--- src/rtl/core_launcher_if.sv ---
// Host-side command and image-stream handshake bundle for core_launcher.
// master = host/testbench, slave = launcher.
interface core_launcher_if;
    logic        cmd_valid;
    logic        cmd_ready;
    logic [15:0] cmd_insn_len;
    logic [15:0] cmd_data_len;
    logic [31:0] cmd_max_cycles;
    logic        s_valid;
    logic        s_ready;
    logic [31:0] s_data;

    modport master (
        output cmd_valid, cmd_insn_len, cmd_data_len, cmd_max_cycles, s_valid, s_data,
        input  cmd_ready, s_ready
    );

    modport slave (
        input  cmd_valid, cmd_insn_len, cmd_data_len, cmd_max_cycles, s_valid, s_data,
        output cmd_ready, s_ready
    );
endinterface

--- src/rtl/core_launcher.sv ---
// Loads an instruction/data image into a core, runs it until a UART halt code or cycle limit.
// Optional abort input/aborted flag enabled by defining CORE_LAUNCHER_ABORT_EN.
module core_launcher #(
    parameter int unsigned ADDR_W    = 12,
    parameter logic [31:0] HALT_CODE = 32'hFFFF_FFFF
) (
    input  logic             clk,
    input  logic             reset,
    core_launcher_if.slave   host,
    output logic             core_reset,
    output logic             core_run,
    output logic [31:0]      insn_addr,
    output logic [31:0]      insn_din,
    output logic             insn_we,
    output logic [31:0]      data_addr,
    output logic [31:0]      data_din,
    output logic             data_we,
    input  logic [31:0]      uart_dout,
    input  logic             uart_we,
    output logic             busy,
    output logic             done,
    output logic             timeout,
    output logic [31:0]      cycles
`ifdef CORE_LAUNCHER_ABORT_EN
    ,
    input  logic             abort,
    output logic             aborted
`endif
);

    localparam logic [32:0] DEPTH = 33'd1 << ADDR_W;

    typedef enum logic [2:0] {StIdle, StLoadI, StLoadD, StGap, StRun, StFinish} state_t;

    state_t      state_q, state_d;
    logic [15:0] idx_q, idx_d;
    logic [15:0] insn_len_q, insn_len_d, data_len_q, data_len_d;
    logic [31:0] max_q, max_d;
    logic [31:0] cycles_q, cycles_d;
    logic        timeout_q, timeout_d;
    logic        aborted_q, aborted_d;
    logic        cmd_ready_q, s_ready_q, core_reset_q, core_run_q, busy_q, done_q;
    logic        cmd_ready_d, s_ready_d, core_reset_d, core_run_d, busy_d, done_d;
    logic        insn_we_q, insn_we_d, data_we_q, data_we_d;
    logic [31:0] insn_addr_q, insn_addr_d, insn_din_q, insn_din_d;
    logic [31:0] data_addr_q, data_addr_d, data_din_q, data_din_d;

    logic hs, in_range, halt, limit;

    always_comb begin
        hs       = host.s_valid && s_ready_q;
        in_range = ({17'd0, idx_q} < DEPTH);
        halt     = uart_we && (uart_dout == HALT_CODE);
        limit    = (max_q != 32'd0) && (({1'b0, cycles_q} + 33'd1) == {1'b0, max_q});

        state_d     = state_q;
        idx_d       = idx_q;
        insn_len_d  = insn_len_q;
        data_len_d  = data_len_q;
        max_d       = max_q;
        cycles_d    = cycles_q;
        timeout_d   = timeout_q;
        aborted_d   = aborted_q;
        insn_we_d   = 1'b0;
        insn_addr_d = insn_addr_q;
        insn_din_d  = insn_din_q;
        data_we_d   = 1'b0;
        data_addr_d = data_addr_q;
        data_din_d  = data_din_q;

        unique case (state_q)
            StIdle: begin
                if (host.cmd_valid && cmd_ready_q) begin
                    insn_len_d = host.cmd_insn_len;
                    data_len_d = host.cmd_data_len;
                    max_d      = host.cmd_max_cycles;
                    cycles_d   = 32'd0;
                    timeout_d  = 1'b0;
                    aborted_d  = 1'b0;
                    idx_d      = 16'd0;
                    if (host.cmd_insn_len != 16'd0)      state_d = StLoadI;
                    else if (host.cmd_data_len != 16'd0) state_d = StLoadD;
                    else                                 state_d = StGap;
                end
            end
            StLoadI: begin
                if (hs) begin
                    // Words beyond the memory depth are swallowed without a write.
                    insn_we_d = in_range;
                    if (in_range) begin
                        insn_addr_d = {14'd0, idx_q, 2'b00};
                        insn_din_d  = host.s_data;
                    end
                    if (idx_q == insn_len_q - 16'd1) begin
                        idx_d   = 16'd0;
                        state_d = (data_len_q != 16'd0) ? StLoadD : StGap;
                    end else begin
                        idx_d = idx_q + 16'd1;
                    end
                end
            end
            StLoadD: begin
                if (hs) begin
                    data_we_d = in_range;
                    if (in_range) begin
                        data_addr_d = {14'd0, idx_q, 2'b00};
                        data_din_d  = host.s_data;
                    end
                    if (idx_q == data_len_q - 16'd1) begin
                        idx_d   = 16'd0;
                        state_d = StGap;
                    end else begin
                        idx_d = idx_q + 16'd1;
                    end
                end
            end
            StGap: state_d = StRun;
            StRun: begin
                cycles_d = (cycles_q == 32'hFFFF_FFFF) ? cycles_q : cycles_q + 32'd1;
                if (halt) begin
                    state_d = StFinish;
                end else if (limit) begin
                    state_d   = StFinish;
                    timeout_d = 1'b1;
                end
            end
            StFinish: state_d = StIdle;
            default:  state_d = StIdle;
        endcase

`ifdef CORE_LAUNCHER_ABORT_EN
        // Abort overrides everything, including a halt in the same cycle.
        if (abort && (state_q != StIdle) && (state_q != StFinish)) begin
            state_d     = StFinish;
            aborted_d   = 1'b1;
            timeout_d   = timeout_q;
            idx_d       = idx_q;
            insn_we_d   = 1'b0;
            insn_addr_d = insn_addr_q;
            insn_din_d  = insn_din_q;
            data_we_d   = 1'b0;
            data_addr_d = data_addr_q;
            data_din_d  = data_din_q;
        end
`endif

        cmd_ready_d  = (state_d == StIdle);
        s_ready_d    = (state_d == StLoadI) || (state_d == StLoadD);
        core_reset_d = !((state_d == StRun) || (state_d == StFinish));
        core_run_d   = (state_d == StRun);
        busy_d       = (state_d != StIdle);
        done_d       = (state_d == StFinish);
    end

    always_ff @(posedge clk) begin
        if (reset) begin
            state_q      <= StIdle;
            idx_q        <= 16'd0;
            insn_len_q   <= 16'd0;
            data_len_q   <= 16'd0;
            max_q        <= 32'd0;
            cycles_q     <= 32'd0;
            timeout_q    <= 1'b0;
            aborted_q    <= 1'b0;
            cmd_ready_q  <= 1'b1;
            s_ready_q    <= 1'b0;
            core_reset_q <= 1'b1;
            core_run_q   <= 1'b0;
            busy_q       <= 1'b0;
            done_q       <= 1'b0;
            insn_we_q    <= 1'b0;
            insn_addr_q  <= 32'd0;
            insn_din_q   <= 32'd0;
            data_we_q    <= 1'b0;
            data_addr_q  <= 32'd0;
            data_din_q   <= 32'd0;
        end else begin
            state_q      <= state_d;
            idx_q        <= idx_d;
            insn_len_q   <= insn_len_d;
            data_len_q   <= data_len_d;
            max_q        <= max_d;
            cycles_q     <= cycles_d;
            timeout_q    <= timeout_d;
            aborted_q    <= aborted_d;
            cmd_ready_q  <= cmd_ready_d;
            s_ready_q    <= s_ready_d;
            core_reset_q <= core_reset_d;
            core_run_q   <= core_run_d;
            busy_q       <= busy_d;
            done_q       <= done_d;
            insn_we_q    <= insn_we_d;
            insn_addr_q  <= insn_addr_d;
            insn_din_q   <= insn_din_d;
            data_we_q    <= data_we_d;
            data_addr_q  <= data_addr_d;
            data_din_q   <= data_din_d;
        end
    end

    assign host.cmd_ready = cmd_ready_q;
    assign host.s_ready   = s_ready_q;
    assign core_reset     = core_reset_q;
    assign core_run       = core_run_q;
    assign insn_addr      = insn_addr_q;
    assign insn_din       = insn_din_q;
    assign insn_we        = insn_we_q;
    assign data_addr      = data_addr_q;
    assign data_din       = data_din_q;
    assign data_we        = data_we_q;
    assign busy           = busy_q;
    assign done           = done_q;
    assign timeout        = timeout_q;
    assign cycles         = cycles_q;
`ifdef CORE_LAUNCHER_ABORT_EN
    assign aborted        = aborted_q;
`else
    logic unused_aborted;
    assign unused_aborted = aborted_q;
`endif

endmodule

--- src/flat_wrapper.sv ---
// flat-port wrapper written by rule: the top's interface ports become plain ports
module core_launcher_flat 
#(
    parameter int unsigned ADDR_W    = 12,
    parameter logic [31:0] HALT_CODE = 32'hFFFF_FFFF
)
  (clk, reset, core_reset, core_run, insn_addr, insn_din, insn_we, data_addr, data_din, data_we, uart_dout, uart_we, busy, done, timeout, cycles, host_cmd_valid, host_cmd_insn_len, host_cmd_data_len, host_cmd_max_cycles, host_s_valid, host_s_data, host_cmd_ready, host_s_ready);
  core_launcher_if host_i ();
  input  logic clk;
  input  logic reset;
  output logic core_reset;
  output logic core_run;
  output logic [31:0] insn_addr;
  output logic [31:0] insn_din;
  output logic insn_we;
  output logic [31:0] data_addr;
  output logic [31:0] data_din;
  output logic data_we;
  input  logic [31:0] uart_dout;
  input  logic uart_we;
  output logic busy;
  output logic done;
  output logic timeout;
  output logic [31:0] cycles;
  input wire logic [$bits(host_i.cmd_valid)-1:0] host_cmd_valid;
  input wire logic [$bits(host_i.cmd_insn_len)-1:0] host_cmd_insn_len;
  input wire logic [$bits(host_i.cmd_data_len)-1:0] host_cmd_data_len;
  input wire logic [$bits(host_i.cmd_max_cycles)-1:0] host_cmd_max_cycles;
  input wire logic [$bits(host_i.s_valid)-1:0] host_s_valid;
  input wire logic [$bits(host_i.s_data)-1:0] host_s_data;
  output wire logic [$bits(host_i.cmd_ready)-1:0] host_cmd_ready;
  output wire logic [$bits(host_i.s_ready)-1:0] host_s_ready;
  assign host_i.cmd_valid = host_cmd_valid;
  assign host_i.cmd_insn_len = host_cmd_insn_len;
  assign host_i.cmd_data_len = host_cmd_data_len;
  assign host_i.cmd_max_cycles = host_cmd_max_cycles;
  assign host_i.s_valid = host_s_valid;
  assign host_i.s_data = host_s_data;
  assign host_cmd_ready = host_i.cmd_ready;
  assign host_s_ready = host_i.s_ready;
  core_launcher #(.ADDR_W(ADDR_W), .HALT_CODE(HALT_CODE)) u_core (.clk(clk), .reset(reset), .host(host_i), .core_reset(core_reset), .core_run(core_run), .insn_addr(insn_addr), .insn_din(insn_din), .insn_we(insn_we), .data_addr(data_addr), .data_din(data_din), .data_we(data_we), .uart_dout(uart_dout), .uart_we(uart_we), .busy(busy), .done(done), .timeout(timeout), .cycles(cycles));
endmodule
--- config.mk ---
export PLATFORM = sky130hd
export DESIGN_NAME = core_launcher_flat
export DESIGN_NICKNAME = d
export VERILOG_FILES = /design/src/rtl/core_launcher_if.sv /design/src/rtl/core_launcher.sv /design/src/flat_wrapper.sv
export SDC_FILE = /design/constraint.sdc
export NUM_CORES = 1
export LEC_CHECK = 0
export BUFFER_PORTS_ARGS = -buffer_cell sky130_fd_sc_hd__buf_2
export CORE_AREA = 3 3 129 180
export CTS_CLUSTER_SIZE = 30
export DETAILED_ROUTE_END_ITERATION = 16
export DIE_AREA = 0 0 132 183
export PLACE_DENSITY = 0.82
export SLEW_MARGIN = 15
export SYNTH_ARGS = -nofsm -noshare
export SYNTH_HDL_FRONTEND = slang
export SYNTH_SLANG_ARGS = --single-unit
--- constraint.sdc ---
create_clock -name clk -period 3.9 [get_ports clk]
set_input_delay 0.39 -clock clk [delete_from_list [all_inputs] [get_ports clk]]
set_output_delay 0.39 -clock clk [all_outputs]
set_load 0.03 [all_outputs]
**Yosys cells after proc, flatten, opt, wreduce, memory -nomap -nowiden**

Cells that the tools add are included.

- $add $sub $neg: 5
- Bitwise operators: 2
- $lt $le $gt $ge: 1
- Muxes and demuxes: 25
- Reductions and logical operators: 24
- Equality and inequality tests: 19

Operator list:

| operator | number |
|---|---|
| $mux 16 | 5 |
| $eq 32x32->1 const B | 2 |
| $mux 32 | 2 |
| $pmux 32 s2 | 1 |
| $pmux 16 s3 | 1 |
| $reduce_bool 16->1 | 3 |
| $add 32x1->33 const B | 1 |
| $eq 33x32->1 | 1 |
| $add 32x1->32 const B | 1 |
| $eq 16x16->1 | 2 |
| $reduce_bool 32->1 | 1 |
| $sub 16x1->16 const B | 2 |
| $mux 3 | 8 |
| $add 16x1->16 const B | 1 |
| $lt 16x13->1 const B | 1 |
| $pmux 3 s5 | 1 |
| $eq 3x2->1 const B | 3 |
| $eq 3x3->1 const B | 3 |
| $reduce_and 3->1 | 3 |
| $ne 2x1->1 const B | 4 |
| $reduce_and 4->1 | 2 |
| $eq 3x1->1 const B | 2 |
| $logic_not 3->1 | 2 |
| $mux 1 | 6 |
| 10 further kinds | 18 |

- Logic and storage cells: 95
- Output and inout port bits: 169
- Register bits: 220

**Depth between registers and ports, before layout**

- Word-level depth: 9
- Mapped depth: 13

**Least setup slack after synthesis**

OpenSTA, ideal clock, no wires.

- Kind: register to register
- From: register u_core.cycles_q[0], in the netlist u_core.cycles[0]
- To: register u_core.s_ready_q, in the netlist u_core.host.s_ready
- Clock period less this slack: 3,143 ps
- Slack: 757 ps
- Data required time: 3,779 ps
- Cell stages (with the launch flop): 12
- Arrival time: 3,022 ps
- Path buffers: 1
- Cell sequence: dfxtp_1 > ha_1 > nand3_1 > or4_1 > nor3_1 > xnor2_1 > nand4_1 > nor4_2 > a21oi_1 > and3_1 > buf_2 > mux2_4

- Word-level cells in the longest chain between the ends: 8

Ends and longest elaborated chain:

| item | RTL line | RTL |
|---|---|---|
| start, declared | core_launcher.sv:39 | `logic [31:0] cycles_q, cycles_d;` |
| start signal, assigned | core_launcher.sv:183 | `cycles_q <= cycles_d;` |
| $add 32x1->33 * | core_launcher.sv:54 | `limit = (max_q != 32'd0) && (({1'b0, cycles_q} + 33'd1) == {1'b0, max_q});` |
| $eq 33x32->1 * | core_launcher.sv:54 |  |
| $logic_and 1x1->1 * | core_launcher.sv:54 |  |
| $mux 3 * | core_launcher.sv:122 | `end else if (limit) begin` |
| $mux 3 * | core_launcher.sv:120 | `if (halt) begin` |
| $pmux 3 s5 * | core_launcher.sv:71 | `unique case (state_q)` |
| $eq 3x1->1 / $eq 3x2->1 (equally long branches) | core_launcher.sv:148 | `s_ready_d = (state_d == StLoadI) \|\| (state_d == StLoadD);` |
| $logic_or 1x1->1 * | core_launcher.sv:148 |  |
| end signal, assigned | core_launcher.sv:187 | `s_ready_q <= s_ready_d;` |
| end, declared | core_launcher.sv:42 | `logic cmd_ready_q, s_ready_q, core_reset_q, core_run_q, busy_q, done_q;` |

Every way passes the cells marked *; elsewhere a longest branch is shown, timed or not.
A chain may end at the register's enable or synchronous reset.

**Worst setup path after layout**

Same ends and word-level chain as after synthesis.

==> results <==
- The run finished with clean final reports.
- The CTS tree is done.
- The number of global-route vias before repair was 10100.
- The tool flagged a number of max-cap violations equal to 0.
- The post-CTS repair timing setup buffer count is 0.
- In this run, synthesis inferred 0 flip-flops with an integrated enable.
- Summed over all layers, the global routing overflow is 0.
- The number of vias per cell after detailed routing is 5.54.
- The number of rows in the core area is 64.
- The horizontal die dimension is 132 um.
- Dividing the final minimum period by the clock period gives 0.917.
- The number of register bits inferred by synthesis is 220.
- Clock tree synthesis selected as its root buffer the cell clkbuf_16.
- The remaining antenna violation count after routing is 0.
- The setup path with the least slack is of type reg -> reg.
- The slowest library cell on the worst path is nor4_2.
- The number of violations reported at the end of detailed-routing iteration 0 is 856.
- The number of CTS-inserted buffers is 23.
- Before antenna repair, the detailed router went through 5 iterations.
- 302 I/O pins were placed.
- The largest net degree at the start of global routing is 76.
- The TritonCTS sink count is 220.
- The total area inside the core boundary comes to 21900 um2.
- The relative slew slack is 0.340.
- The number of nets in the finished design is 1757.
- The initial antenna violation count is 1.
- At the worst endpoint, the required time is 4.30 ns.
- In this run the critical register-to-register path is launched from u_core.cycles[0]$_SDFFE_PP0P_.
- The clock passes through at most 3 buffers.
- In this run the static leakage power is 0.00524 uW.
- The path with the worst hold slack has its endpoint at u_core.max_q[9]$_SDFFE_PP0P_.
- The launch instance of the worst min-delay path is host_cmd_max_cycles[9].
- CTS built an H-tree with a depth of 1.
- The number of buffers and inverters on the critical path is 1.
- After clock tree synthesis, the flow added hold-fix buffers numbering 0.
- In this run the worst path has a maximum fanout of 12.
- The HPWL after detailed placement is 24200 um.
- The number of different library cells used by synthesis comes to 79.
- After synthesis, the mean cell area works out to 7.74 um2.
- After synthesis the cells add up to 11000 um2.
- The area growth from synthesis to layout is 18.2%.
- In this run the worst hold path is classified as in -> reg.
- Of the cells placed in the final design, the portion with a size suffix greater than 1 is 0.224.
- The total vias in the final route is 10700.
- The first global-routing pass estimated 51900 um of wire.
- The die covers 24200 um2.
- The endpoint arrival time on the critical path is 3.98 ns.
- During synthesis, Yosys emitted a total of 0 warnings.
- The die is 183 um tall.
- At the end of routability-driven placement, the weighted congestion stood at 1.01.
- The insertion delay of the later-clocked pin in the worst-skew pair is 0.52 ns.
- The total count of hold-check failures in the final report is 0.
- The number of filler cells placed in the layout is 2043.
- Grouping stages by cell kind, the critical path spends the most delay in simple AND/OR/NAND/NOR gates.
- The quantity of gates resized following cts is 0.
- The maximum clock skew at final layout is 0.0172 ns.
- The final layout contains routed wiring with a total length of 33300 um.
- The depth of the worst register-to-register path is 10.
- The power density over the cells is 416 nW/um2.
- Across all register-to-register paths, the minimum setup slack is 0.32 ns.
- The worst voltage drop across the vdd grid is 0.361 mV.
- In the synthesized netlist the dominant register cell turns out to be dfxtp_1.
- The CTS clock-pin slew for the worst setup and hold paths is 0.07 ns.
- Counting every instance in the synthesized netlist gives 1422.
- On the worst path, the slowest cell contributes a delay of 0.55 ns.
- The sort of element at the start of the critical path is a register.
- After detailed routing, the average wire length per cell comes to 17.2 um.
- The final-report setup violation count is 0.
- The worst hold path was traced through 3 stages.
- The endpoint identified for the worst register-to-register timing path is u_core.host.s_ready$_SDFF_PP0_.
- For this run, the top clock speed supported by timing is 280 MHz.
- For this configuration, the core starts out at a cell density of 0.504.
- The remaining design rule violation count is 0.
- In the global route stage, overall resource usage came out at 0.260.
- The share of the Yosys chip area taken by registers is 0.400.
- The transition time at the pin with the least slew margin is 0.986 ns.
- The total negative setup slack is 0 ns.
- The shortest clock period the worst path allows after layout is 3.58 ns.
- The fraction of registers with async set/reset is 0.
- The final-report max-slew violation count was 0.
- The design draws 5420 uW.
- Setup repair after global routing left no endpoint under its margin.
- The signal on the critical path passes through ha_1 -> inv_1 -> nor4_2 -> nand4_1 -> xnor2_1 -> a211o_1 -> a2111oi_1 -> a21oi_1 -> and3_1 -> mux2_4.
- STA classifies the critical path endpoint as a register.
- The count of input and output buffers is 269.
stage by stage:
stage	hold WS, ns	utilization	std cells	area [um2]	setup WS (ns)
2_1_floorplan	0.450	-	1453	11100	0.757
3_3_place_gp	0.436	0.561	1892	12300	0.589
3_5_place_dp	0.442	0.561	1892	12300	0.398
4_1_cts	0.0944	0.596	1934	13000	0.349
5_1_grt	0.113	0.596	1935	13000	0.0574
6_report	0.103	0.596	1935	13000	0.325
cell usage in the layout, fill, tap and decap left out, types with 16 or more instances in the layout:
master | Yosys | routed
buf_2 | 15 | 268
clkbuf_16 | 0 | 23
and2_1 | 16 | 16
o21ai_0 | 40 | 40
nor4_1 | 30 | 29
nand3_1 | 32 | 32
xor2_1 | 35 | 35
and3_1 | 21 | 21
dfxtp_1 | 220 | 220
or3_1 | 18 | 18
nor2_1 | 58 | 58
nor3_1 | 23 | 23
nand2_1 | 343 | 342
conb_1 | 1 | 32
xnor2_1 | 63 | 63
a21oi_1 | 195 | 195
nand4_1 | 36 | 36
synth_stat cells, drive strengths merged (4+ instances only):
| library cell | n | area, um2 |
|---|---|---|
| a2111oi | 7 | 106 |
| a21oi | 196 | 985 |
| a311oi | 5 | 43.8 |
| a31oi | 6 | 37.5 |
| and2 | 18 | 113 |
| and3 | 21 | 131 |
| and4 | 13 | 114 |
| buf | 54 | 364 |
| clkbuf | 85 | 322 |
| dfxtp | 220 | 4400 |
| ha | 4 | 50.1 |
| inv | 15 | 56.3 |
| nand2 | 343 | 1290 |
| nand3 | 32 | 160 |
| nand3b | 9 | 67.6 |
| nand4 | 38 | 259 |
| nor2 | 69 | 287 |
| nor3 | 26 | 145 |
| nor3b | 6 | 50.1 |
| nor4 | 37 | 302 |
| o21ai | 43 | 223 |
| or3 | 18 | 113 |
| or4 | 6 | 52.6 |
| xnor2 | 63 | 552 |
| xor2 | 35 | 307 |
area by class of cell:
class,instances,area [um2],share of cell area
Clock inverter,11,115,0.00884
Clock buffer,31,636,0.0488
Timing Repair Buffer,281,1440,0.111
Antenna cell,1,2.50,0.000192
Inverter,15,56.3,0.00432
Tap cell,297,372,0.0285
Multi-Input combinational cell,1079,5990,0.460
Sequential cell,220,4400,0.338
worst reg2reg max path: cells and delay by family (launching register included):
family                   cells  cell delay, ns
multiplexers                 1            0.31
AO/OA/AOI/OAI                3            0.89
buffers and inverters        1            0.12
XOR/XNOR                     1            0.19
flip-flops                   1            0.47
adder cells (fa/ha/maj)      1            0.44
AND/OR/NAND/NOR              3            1.04
registers in the layout, indices dropped and copies added, names as in the netlist, 3 cells and up:
register,cells
u_core.insn_din,32
u_core.idx_q,16
u_core.cycles,32
u_core.max_q,32
u_core.insn_addr,16
u_core.data_addr,16
u_core.state_q,3
u_core.data_din,32
u_core.data_len_q,16
u_core.insn_len_q,16
layer usage:
layer | share of wire | vias up | GRT usage | wire, um
met3 | 0.058 | 82 | 0.0379 | 1950
met1 | 0.38 | 5005 | 0.304 | 12700
met4 | 0.041 | 0 | 0.115 | 1360
met5 | 0 | - | 0 | 0
li1 | - | 5208 | - | -
met2 | 0.52 | 424 | 0.471 | 17300
power by group:
group	total (uW)	leakage (uW)	internal, uW	switching [uW]
logic	799	0.00309	307	492
clock network	2190	0.000372	1280	907
registers	2430	0.00178	2320	108
total	5420	0.00524	3910	1510
worst max path at each step:
stage                                        startpoint                              to  slack, ns  cells past startpoint
final                     u_core.cycles[0]$_SDFFE_PP0P_  u_core.host.s_ready$_SDFF_PP0_       0.32                     10
after floorplan           u_core.cycles[0]$_SDFFE_PP0P_  u_core.host.s_ready$_SDFF_PP0_       0.76                     11
after global routing      u_core.cycles[0]$_SDFFE_PP0P_  u_core.host.s_ready$_SDFF_PP0_       0.06                     10
after CTS                 u_core.cycles[0]$_SDFFE_PP0P_  u_core.host.s_ready$_SDFF_PP0_       0.35                     10
after detailed placement  u_core.cycles[0]$_SDFFE_PP0P_  u_core.host.s_ready$_SDFF_PP0_       0.40                     10
after global placement    u_core.cycles[0]$_SDFFE_PP0P_  u_core.host.s_ready$_SDFF_PP0_       0.59                     10
logic make-up after synthesis:
family,Yosys count,share of synthesized area
mux,6,0.00613
compound gates,286,0.151
other cells,1,0.000341
xor+xnor,98,0.0779
buf+inv,154,0.0674
flops,220,0.400
simple gates,653,0.293
fa+ha+maj,4,0.00454
(Power assumes the default switching activity.)
